<file path="config.mk">
export PLATFORM = sky130hd
export DESIGN_NAME = frame_byte_scheduler
export DESIGN_NICKNAME = d
export VERILOG_FILES = /design/src/rtl/frame_byte_scheduler_pkg.sv /design/src/rtl/frame_byte_scheduler_tick_divider.sv /design/src/rtl/frame_byte_scheduler.sv
export SDC_FILE = /design/constraint.sdc
export NUM_CORES = 1
export LEC_CHECK = 0
export CORE_ASPECT_RATIO = 2
export CORE_UTILIZATION = 38
export CTS_CLUSTER_SIZE = 8
export DETAILED_ROUTE_END_ITERATION = 6
export GPL_TIMING_DRIVEN = 1
export SLEW_MARGIN = 40
export SYNTH_ARGS = -nofsm -noshare
export SYNTH_HDL_FRONTEND = slang
export SYNTH_SLANG_ARGS = --single-unit
</file>
<file path="constraint.sdc">
create_clock -name clock -period 3.15 [get_ports clock]
set_input_delay 0.63 -clock clock [delete_from_list [all_inputs] [get_ports clock]]
set_output_delay 0.63 -clock clock [all_outputs]
set_load 0.05 [all_outputs]
</file>
<file path="src/rtl/frame_byte_scheduler_pkg.sv">
// Shared types, tag constants and helpers for the framed-word byte scheduler.
package frame_pkg;

  typedef enum logic [1:0] {
    IDLE = 2'd0,
    SEND = 2'd1,
    GAP  = 2'd2
  } state_t;

  localparam logic [5:0] TAG3 = 6'b011000;
  localparam logic [2:0] TAG2 = 3'b010;
  localparam logic [2:0] TAG1 = 3'b001;
  localparam logic [2:0] TAG0 = 3'b000;

  localparam int         BYTES_PER_FRAME = 4;
  localparam logic [1:0] IDX_FIRST       = 2'(BYTES_PER_FRAME - 1);
  localparam logic [7:0] DROP_MAX        = 8'hFF;

  function automatic logic tags_ok(input logic [31:0] word);
    return (word[31:26] == TAG3) && (word[23:21] == TAG2) &&
           (word[15:13] == TAG1) && (word[7:5] == TAG0);
  endfunction

  // Index 3 is the MSB byte, which goes out first.
  function automatic logic [7:0] byte_sel(input logic [31:0] word, input logic [1:0] idx);
    logic [7:0] b;
    case (idx)
      2'd3:    b = word[31:24];
      2'd2:    b = word[23:16];
      2'd1:    b = word[15:8];
      default: b = word[7:0];
    endcase
    return b;
  endfunction

endpackage

</file>
<file path="src/rtl/frame_byte_scheduler_tick_divider.sv">
// Sample prescaler: one-cycle tick every DIV enabled cycles, held at 0 while disabled.
module tick_divider #(
  parameter int DIV = 50000
) (
  input  logic clock,
  input  logic reset,
  input  logic enable,
  output logic tick
);

  localparam int            CW   = (DIV > 2) ? $clog2(DIV) : 1;
  localparam logic [CW-1:0] LAST = CW'(DIV - 1);

  logic [CW-1:0] count;

  always_ff @(posedge clock) begin
    if (reset || !enable) begin
      count <= '0;
    end else if (count == LAST) begin
      count <= '0;
    end else begin
      count <= count + CW'(1);
    end
  end

  assign tick = enable && (count == LAST);

endmodule

</file>
<file path="src/rtl/frame_byte_scheduler.sv">
// Samples the framed counter word on prescaler ticks, checks its tags and
// paces its four bytes, MSB first, onto a valid/ready byte link.
//
//   state | meaning
//   IDLE  | waiting for a tick; captures and tag-checks word_in
//   SEND  | byte_valid=1, holding byte idx until the sink takes it
//   GAP   | byte_valid=0 for GAP_CYCLES cycles between bytes of a frame
module frame_byte_scheduler
  import frame_pkg::*;
#(
  parameter int SAMPLE_DIV = 50000,
  parameter int GAP_CYCLES = 4,
  parameter bit CHECK_TAGS = 1'b1
) (
  input  logic        clock,
  input  logic        reset,
  input  logic        enable,
  input  logic [31:0] word_in,
  output logic [7:0]  byte_out,
  output logic        byte_valid,
  input  logic        byte_ready,
  output logic        busy,
  output logic        tag_err,
  output logic [7:0]  drop_cnt
);

  localparam int            GW       = (GAP_CYCLES > 1) ? $clog2(GAP_CYCLES) : 1;
  localparam logic [GW-1:0] GAP_LAST = GW'((GAP_CYCLES > 0) ? GAP_CYCLES - 1 : 0);

  state_t        state;
  logic [31:0]   shadow;
  logic [1:0]    idx;
  logic [GW-1:0] gap_cnt;
  logic          tick;
  logic          xfer;

  tick_divider #(.DIV(SAMPLE_DIV)) u_div (
    .clock  (clock),
    .reset  (reset),
    .enable (enable),
    .tick   (tick)
  );

  assign xfer = byte_valid && byte_ready;
  assign busy = (state != IDLE);

  always_ff @(posedge clock) begin
    if (reset) begin
      state      <= IDLE;
      shadow     <= '0;
      idx        <= IDX_FIRST;
      gap_cnt    <= '0;
      byte_out   <= '0;
      byte_valid <= 1'b0;
      tag_err    <= 1'b0;
      drop_cnt   <= '0;
    end else begin
      // A tick on the final-byte transfer cycle still counts as a drop.
      if (tick && (state != IDLE) && (drop_cnt != DROP_MAX)) begin
        drop_cnt <= drop_cnt + 8'd1;
      end

      case (state)
        IDLE: begin
          if (tick) begin
            shadow <= word_in;
            if (!CHECK_TAGS || tags_ok(word_in)) begin
              state      <= SEND;
              idx        <= IDX_FIRST;
              byte_out   <= byte_sel(word_in, IDX_FIRST);
              byte_valid <= 1'b1;
            end else begin
              tag_err <= 1'b1;
            end
          end
        end

        SEND: begin
          if (xfer) begin
            if (idx == 2'd0) begin
              state      <= IDLE;
              byte_valid <= 1'b0;
            end else begin
              idx <= idx - 2'd1;
              if (GAP_CYCLES == 0) begin
                byte_out <= byte_sel(shadow, idx - 2'd1);
              end else begin
                state      <= GAP;
                byte_valid <= 1'b0;
                gap_cnt    <= GAP_LAST;
              end
            end
          end
        end

        GAP: begin
          if (gap_cnt == '0) begin
            state      <= SEND;
            byte_valid <= 1'b1;
            byte_out   <= byte_sel(shadow, idx);
          end else begin
            gap_cnt <= gap_cnt - GW'(1);
          end
        end

        default: begin
          state      <= IDLE;
          byte_valid <= 1'b0;
        end
      endcase
    end
  end

endmodule

</file>
**Word level (Yosys, flattened, before mapping)**

Cells that the tools add are included.

- Output and inout bits: 19
- Register bits after elaboration: 72
- Input bits: 36

- Reductions and logical operators: 24
- Bitwise logic cells: 1
- Add/sub/neg operators: 4
- Equal/unequal tests: 16
- Muxes and demuxes: 25

Operators by type and width:

| kind | count |
|---|---|
| two-way mux 2 bit | 12 |
| two-way mux 8 bit | 3 |
| one-hot mux 8 bit (3 select lines) | 1 |
| adder 16 x 1 -> 16 bit, second input constant | 1 |
| == test 16 bit, second input constant | 1 |
| one-hot mux 8 bit (2 select lines) | 1 |
| inequality test 2 bit, second input constant | 6 |
| AND reduction 4 bit | 3 |
| adder 8 x 1 -> 8 bit, second input constant | 1 |
| inequality test 8 bit, second input constant | 1 |
| one-hot mux 2 bit (2 select lines) | 2 |
| nonzero test 2 bit | 4 |
| logical AND 1 bit | 7 |
| == test 2 bit, second input constant | 3 |
| == test 6 x 5 -> 1 bit, second input constant | 1 |
| zero test 2 bit | 3 |
| one-hot mux 2 bit (3 select lines) | 1 |
| AND reduction 5 bit | 1 |
| == test 2 x 1 -> 1 bit, second input constant | 2 |
| two-way mux 1 bit | 4 |
| subtractor 2 x 1 -> 2 bit, second input constant | 2 |
| == test 3 x 1 -> 1 bit, second input constant | 1 |
| == test 3 x 2 -> 1 bit, second input constant | 1 |
| zero test 3 bit | 1 |
| 7 further kinds | 7 |

**Logic depth before layout (Yosys ltp)**

Gate-level depths: netlist (run 1).

- Depth in word-level cells: 7
- Gate-level depth with buffers: 9
- Depth with buffers taken out: 7

**Hierarchy**

A second synthesis (run 1) with hierarchy kept.

- Cells, all modules: 408
- Area, all modules: 3365.7 um^2

By module, submodules not included:

| module | sequential area each (um^2) | cells each | instances | area an instance (um^2) |
|---|---|---|---|---|
| frame_byte_scheduler | 1121.1 | 325 | 1 | 2627.5 |
| tick_divider | 320.3 | 83 | 1 | 738.2 |

**Least setup slack after synthesis (run 1)**

No wires, ideal clock.

- Path kind: flip-flop to flip-flop
- Start point: reg u_div.count[0]
- End point: reg byte_out[0]
- Arrival: 2270 ps
- Cell stages (with the launch flop): 10
- Required time: 3014 ps
- Slack: 744 ps
- Cells stage by stage: dfxtp_1 -> ha_1 -> nand3_1 -> or4_1 -> buf_2 -> or4_4 -> buf_6 -> buf_6 -> nand3_1 -> a21oi_2

- Longest elaborated chain between the ends: 4

Ends and longest elaborated chain:

| element | RTL line | RTL |
|---|---|---|
| from (decl) | frame_byte_scheduler_tick_divider.sv:14 | `logic [CW-1:0] count;` |
| from (signal assigned) | frame_byte_scheduler_tick_divider.sv:22 | `count <= count + CW'(1);` |
| == test 16 bit | frame_byte_scheduler_tick_divider.sv:26 | `assign tick = enable && (count == LAST);` |
| logical AND 1 bit | frame_byte_scheduler_tick_divider.sv:26 |  |
| inequality test 2 bit (no line) | n/a |  |
| AND reduction 4 bit (no line) | n/a |  |
| to (signal assigned) | frame_byte_scheduler.sv:70 | `byte_out <= byte_sel(word_in, IDX_FIRST);` |
| to (signal assigned) | frame_byte_scheduler.sv:86 | `byte_out <= byte_sel(shadow, idx - 2'd1);` |
| to (signal assigned) | frame_byte_scheduler.sv:100 | `byte_out <= byte_sel(shadow, idx);` |
| to (decl) | frame_byte_scheduler.sv:19 | `output logic [7:0] byte_out,` |

No other way between the ends.
A chain may end at the register's enable or synchronous reset.

**Final worst setup path (run 1)**

- Start point: reg state[1]
- End point: out busy

- Longest elaborated chain between the ends: 1

Ends and longest elaborated chain:

| element | RTL line | RTL |
|---|---|---|
| from (decl) | frame_byte_scheduler.sv:30 | `state_t state;` |
| from (signal assigned) | frame_byte_scheduler.sv:49 | `state <= IDLE;` |
| from (signal assigned) | frame_byte_scheduler.sv:68 | `state <= SEND;` |
| from (signal assigned) | frame_byte_scheduler.sv:81 | `state <= IDLE;` |
| nonzero test 2 bit | frame_byte_scheduler.sv:45 | `assign busy = (state != IDLE);` |
| to (decl) | frame_byte_scheduler.sv:22 | `output logic busy,` |

No other way between the ends.

==> results.md, run 1 <==
- Status: finished, final reports clean
- DRC violations left: 0
- Row count: 47
- Internal power: 1.51 mW
- Combinational power share: 4.1%
- Design area: 4130 µm²
- Switching power: 394 µW
- FMAX: 386 MHz
- Initial Util: 39.3%
- N_diodes: 0
- GPL Wtd Cong: 0.801
- Total gr overflow: 0
- CTS Buf Count: 9
- Post-synth ARST share: 0%
- Power share of the clock group: 47.8%
- Vias in the first global route: 2873
- Pleak: 1.41 nW
- CP startpoint kind: register
- Clock Skews: 4.33 ps
- IO buf count: 54
- Main area contributors after synthesis: dfxtp_1 44%, nand2_1 9.5%, a21oi_1 5.6%, nor2_1 4.1%, xnor2_1 2.9%
- Register bit total from synthesis: 72
- # Post-CTS Setup Buffers: 0
- Detailed Route Iter0 Violations: 192
- Mapped Area: 3280 µm²
- Worst-Margin Slew: 735 ps
- Final setup viols: 0
- Die Y: 133 µm
- Max IR drop VDD: 0.274 mV
- Critical Path End Type: output pin
- # hold bufs at CTS: 0
- Post-synth top flop: dfxtp_1
- Die width: 67.7 µm
- Total Neg Setup Slack: 0 ps
- Yosys warning count: 0
- Number of antenna violations at the first check in global routing: 0
- Synthesized area per cell: 8.23 µm²
- Hold Path End: u_div.count[0]
- Reg2reg start: u_div.count[0]
- CTS tree: yes
- Synth Instances: 399
- Core Region: 8350 µm²
- Area growth syn-to-layout: 25.9%
- Clock latency on the worst-skew pair: 330 ps
- Seq pwr share: 48.1%
- CP arrival: 1960 ps
- H-tree lvl count: 3
- Clock root cell: clkbuf_16
- Area leader, netlist: dfxtp_1
- Net Count, Synth: 442
- DR pass1 iterations: 5
- Avg Vias per Cell: 5.36
- Pin count of the biggest net entering global routing: 56
- FF/Latch Area: 1440 µm²
- Final Net Count: 485
- Worst slew margin: 50.8%
- Data required, critical path: 2520 ps
- Critical R2R Capture: byte_out[4]
- Post-route ant nets: 0
- Max Cap Viol: 0
- Die area: 9040 µm²
- Gr usage total: 20.3%
- Worst Slack Setup Final: 563 ps
- Sw Ratio: 20.7%
- WL/cell: 15.5 µm
- Unrepaired setup endpoints after global routing: no
- Post-synth EDFFs: 0
- Core Util, Final: 49.5%
- Final HPWL DP: 6.03 mm
- Period utilization: 82.1%
- Sequential share of the synthesized area: 43.9%
- DR vias: 2921
- Final Hold Viols: 0
- Cell variety after synth: 45
- FF-to-FF path depth: 6
- Critical path fanouts, max: 8
- Layout cell share with drive strength beyond 1: 7.83%
- # clock sinks: 72
- Worst slack, placed: 322 ps
- Multi-input gate area: 1700 µm²
- Hold path depth: 1
- Global-route wire length before repair: 13.6 mm
- Type of the most critical hold path: reg2reg
- Post_cts resized: 0
- Slew Viols, Final: 0
- Max clock buf depth: 2
- Clock Pin Slew Worst Setup and Hold Paths: 50 ps
- Fillcell total: 811
- Worst hold path startpoint: u_div.count[0]
- Pwr per Cell Area: 459 nW/µm²
- Shortest period the worst path allows: 2590 ps
- Routed Wire Length: 8.47 mm
- Post-synth top area share: 43.9%
- Dpl cell area: 3870 µm²
- Worst Setup Path Type: reg2out
- Setup slack, reg-to-reg: 590 ps
- Ports: 55
## worst max-delay path, stage by stage, from the launching register on
cell             delay, ps
dfxtp_1                470
or2_2                  310
clkdlybuf4s50_1        850
## cell families after synthesis
group | Yosys count | share of synthesized area, %
flops | 72 | 43.9
simple gates | 174 | 24.2
compound gates | 82 | 16.8
fa+ha+maj | 7 | 2.67
xor+xnor | 19 | 5.07
mux | 9 | 2.74
buf+inv | 36 | 4.61
## power by group through the flow
| stage | Sequential, mW | Combinational (mW) | Clock [mW] |
|---|---|---|---|
| finish | 0.913 | 0.0785 | 0.907 |
| global route | 0.913 | 0.0842 | 0.972 |
| CTS | 0.913 | 0.0787 | 0.934 |
| detailed placement | 0.933 | 0.0780 | 0 |
| global placement | 0.933 | 0.0787 | 0 |
| floorplan | 0.933 | 0.0226 | 0 |
## stage by stage
stage          hold WS (ps)  total power, mW  cells
2_1_floorplan           430            0.955    399
3_3_place_gp            440             1.01    529
3_5_place_dp            446             1.01    529
4_1_cts                 454             1.93    545
5_1_grt                 469             1.97    545
6_report                452             1.90    545
## sequential cells by signal (all words and copies together), names as in the netlist
register and cells:
byte_out 8, byte_valid 1, drop_cnt 8, gap_cnt 2
idx 2, shadow 32, state 2, tag_err 1
u_div.count 16
## area by class of cell
class / instances / share of cell area [%]
clock buffer: 12 / 5.96
clock inverter: 4 / 0.484
inverter: 9 / 0.817
multi-input combinational: 291 / 41.0
sequential: 72 / 34.9
tap: 98 / 2.97
timing repair buffer: 59 / 13.9
## routing by layer
layer / vias up / track usage, % / wire length (µm)
li1: 1465 / - / -
met1: 1379 / 22.5 / 3320
met2: 67 / 33.9 / 4570
met3: 10 / 5.22 / 374
met4: 0 / 10.6 / 197
met5: - / 0 / 0
## cell usage after synthesis (2+ instances only)
library cell	number
ha_1	7
inv_1	9
and3_1	2
nand4_1	7
a21oi_1	37
or4_1	2
nor3b_1	2
o21ai_0	9
a21oi_2	8
a211oi_1	3
xor2_1	8
a31oi_2	2
nor3_1	6
nor2_1	36
nand3_1	16
or3_1	3
buf_6	2
nand2_1	83
clkbuf_1	24
xnor2_1	11
a222oi_1	8
dfxtp_1	72
mux2i_1	9
a21o_1	8
a221o_1	2
nor4_1	4
## placed cells by master, fill, tap and decap left out, types with 3 or more instances in the layout
master and instances:
a21o_1 8, a21oi_2 8, nand2_1 83, nand3_1 16, xor2_1 8, buf_4 5, clkdlybuf4s50_1 53, or3_1 3
a211oi_1 3, xnor2_1 11, inv_1 9, dfxtp_1 72, mux2i_1 9, ha_1 7, nor2_1 36, clkbuf_16 9
o21ai_0 9, a222oi_1 8, nor4_1 4, a21oi_1 37, nand4_1 7, clkinv_2 4, nor3_1 6
## worst max-delay path by stage
stage                         from           to  slack, ps  cells after the start
floorplan           u_div.count[0]  byte_out[0]        740                      9
finish                    state[1]         busy        560                      2
global route        u_div.count[0]  byte_out[0]        470                      6
CTS                       state[1]         busy        560                      2
detailed placement     word_in[27]  byte_out[0]        320                      6
global placement       word_in[27]  byte_out[1]        350                      6
No activity file was read; power rests on OpenSTA's default activity.
==> inputs of run 2 (changes only) <==
clock period = 2.6 ns   (was 3.15 ns; I/O delays follow)
==> run 2 against run 1 <==
  * Final cell count increased by 1.5%
  * Critical path depth unchanged
  * Combinational power increased by 25%
  * Register-to-register slack got worse by 350 ps
  * Critical path type unchanged
  * Sequential share of layout area decreased by 1.0 points
  * Critical endpoint unchanged
  * Hold slack about the same
==> results.md, run 2 (synthesis results as in run 1) <==
- Avg Vias per Cell: 5.33
- Design area: 4260 µm²
- Finished Layout Cells: 553
- Dpl cell area: 3940 µm²
- Hold path depth: 2
- FF/Latch Area: 1440 µm²
- Final Hold Viols: 0
- Biggest register: shadow
- Area growth syn-to-layout: 29.8%
- Pin count of the biggest net entering global routing: 56
- Slew Viols, Final: 0
- Final HPWL DP: 6.12 mm
- GPL Wtd Cong: 0.790
- FF-to-FF path depth: 8
- Clock Pin Slew Worst Setup and Hold Paths: 60 ps
- DR vias: 2948
- Die area: 9040 µm²
- Pwr per Cell Area: 592 nW/µm²
- Post-route ant nets: 0
- Max IR drop VDD: 0.303 mV
- Most frequent cells in the layout: 83 x nand2_1, 72 x dfxtp_1, 53 x clkdlybuf4s50_1
- Multi-input gate area: 1700 µm²
- Row count: 47
- H-tree lvl count: 3
- Most common cell after layout, fill and taps aside: nand2_1
- Vias in the first global route: 2911
- CTS Buf Count: 9
- Data required, critical path: 2080 ps
- Global-route wire length before repair: 13.9 mm
- Clock latency on the worst-skew pair: 330 ps
- Core Region: 8350 µm²
- Max clock buf depth: 2
- Initial Util: 39.3%
- FMAX: 404 MHz
- Worst-Margin Slew: 680 ps
- Detailed Route Iter0 Violations: 207
- DR pass1 iterations: 4
- Routed Wire Length: 8.46 mm
- Type of the most critical hold path: reg2reg
- Die width: 67.7 µm
- Post_cts resized: 0
- N_diodes: 0
- Layout cell share with drive strength beyond 1: 9.89%
- Max Cap Viol: 0
- Final Power: 2.52 mW
- Clock Skews: 4.27 ps
- CTS tree: yes
- WL/cell: 15.3 µm
- Clock root cell: clkbuf_16
- Ports: 55
- Gr usage total: 20.6%
- Critical Path End Type: output pin
- Final Net Count: 493
- Final setup viols: 0
- Pleak: 1.48 nW
- Worst Slack Setup Final: 123 ps
- Unrepaired setup endpoints after global routing: no
- Die Y: 133 µm
- # clock sinks: 72
- Total gr overflow: 0
- Period utilization: 95.3%
- Worst slew margin: 54.5%
- # Post-CTS Setup Buffers: 0
- Status: finished, final reports clean
- Regs by FF count: shadow (32), u_div.count (16)
- Worst slack, placed: 28.3 ps
- Worst Setup Path Type: reg2out
- Number of antenna violations at the first check in global routing: 0
- CP arrival: 1960 ps
- Fillcell total: 826
- CP startpoint kind: register
- Number of flip-flops in the largest register: 32
- IO buf count: 54
- # hold bufs at CTS: 0
- DRC violations left: 0
- Placed instance count: 537
- Total Neg Setup Slack: 0 ps
- Shortest period the worst path allows: 2480 ps
- Critical path fanouts, max: 8
## run 2: cell count changes in the layout (fill, tap and decap cells not counted)
cell | before | now
bufinv_16 | 0 | 2
buf_4 | 5 | 12
clkinvlp_4 | 0 | 1
clkbuf_1 | 2 | 0
buf_12 | 0 | 1
clkinv_2 | 4 | 3
## run 2: metrics by stage
step,util (%),hold slack (ps)
2_1_floorplan,-,430
3_3_place_gp,47.2,439
3_5_place_dp,47.2,447
4_1_cts,51.0,455
5_1_grt,51.0,473
6_report,51.0,453
## run 2: area by class of cell
class                           count  area share, %
Multi-Input combinational cell    291           39.8
Timing Repair Buffer               67           15.1
Sequential cell                    72           33.8
Clock buffer                       10           5.61
Clock inverter                      6           1.94
Tap cell                           98           2.88
Inverter                            9          0.793
## run 2: report_power, final
part           switching [mW]  leakage [nW]  internal, mW
Combinational          0.0416         0.739        0.0563
Clock                   0.458         0.158         0.860
Sequential            0.00143         0.580          1.10
Total                   0.501          1.48          2.02
## run 2: final timing paths
| kind | endpoint | from | slack [ps] |
|---|---|---|---|
| max reg2reg | shadow[1] | u_div.count[0] | 240 |
| min | shadow[25] | shadow[25] | 450 |
| min reg2reg | shadow[25] | shadow[25] | 450 |
| max | busy | state[1] | 120 |
## run 2: layer usage
metal | vias to the layer above | global-route usage (%) | routed length (µm)
li1 | 1482 | - | -
met1 | 1384 | 22.9 | 3340
met2 | 66 | 34.9 | 4550
met3 | 16 | 4.97 | 278
met4 | 0 | 10.3 | 287
met5 | - | 0 | 0
## run 2: critical path, cell delays in order, from the launching register on
cell and delay, ps:
dfxtp_1 480, or2_2 310, clkdlybuf4s50_1 840
==> inputs of run 3 (changes only) <==
TNS_END_PERCENT = 100   (was default)
==> results of run 3 <==
Final layout, timing and power as in run 2 (identical DEF).
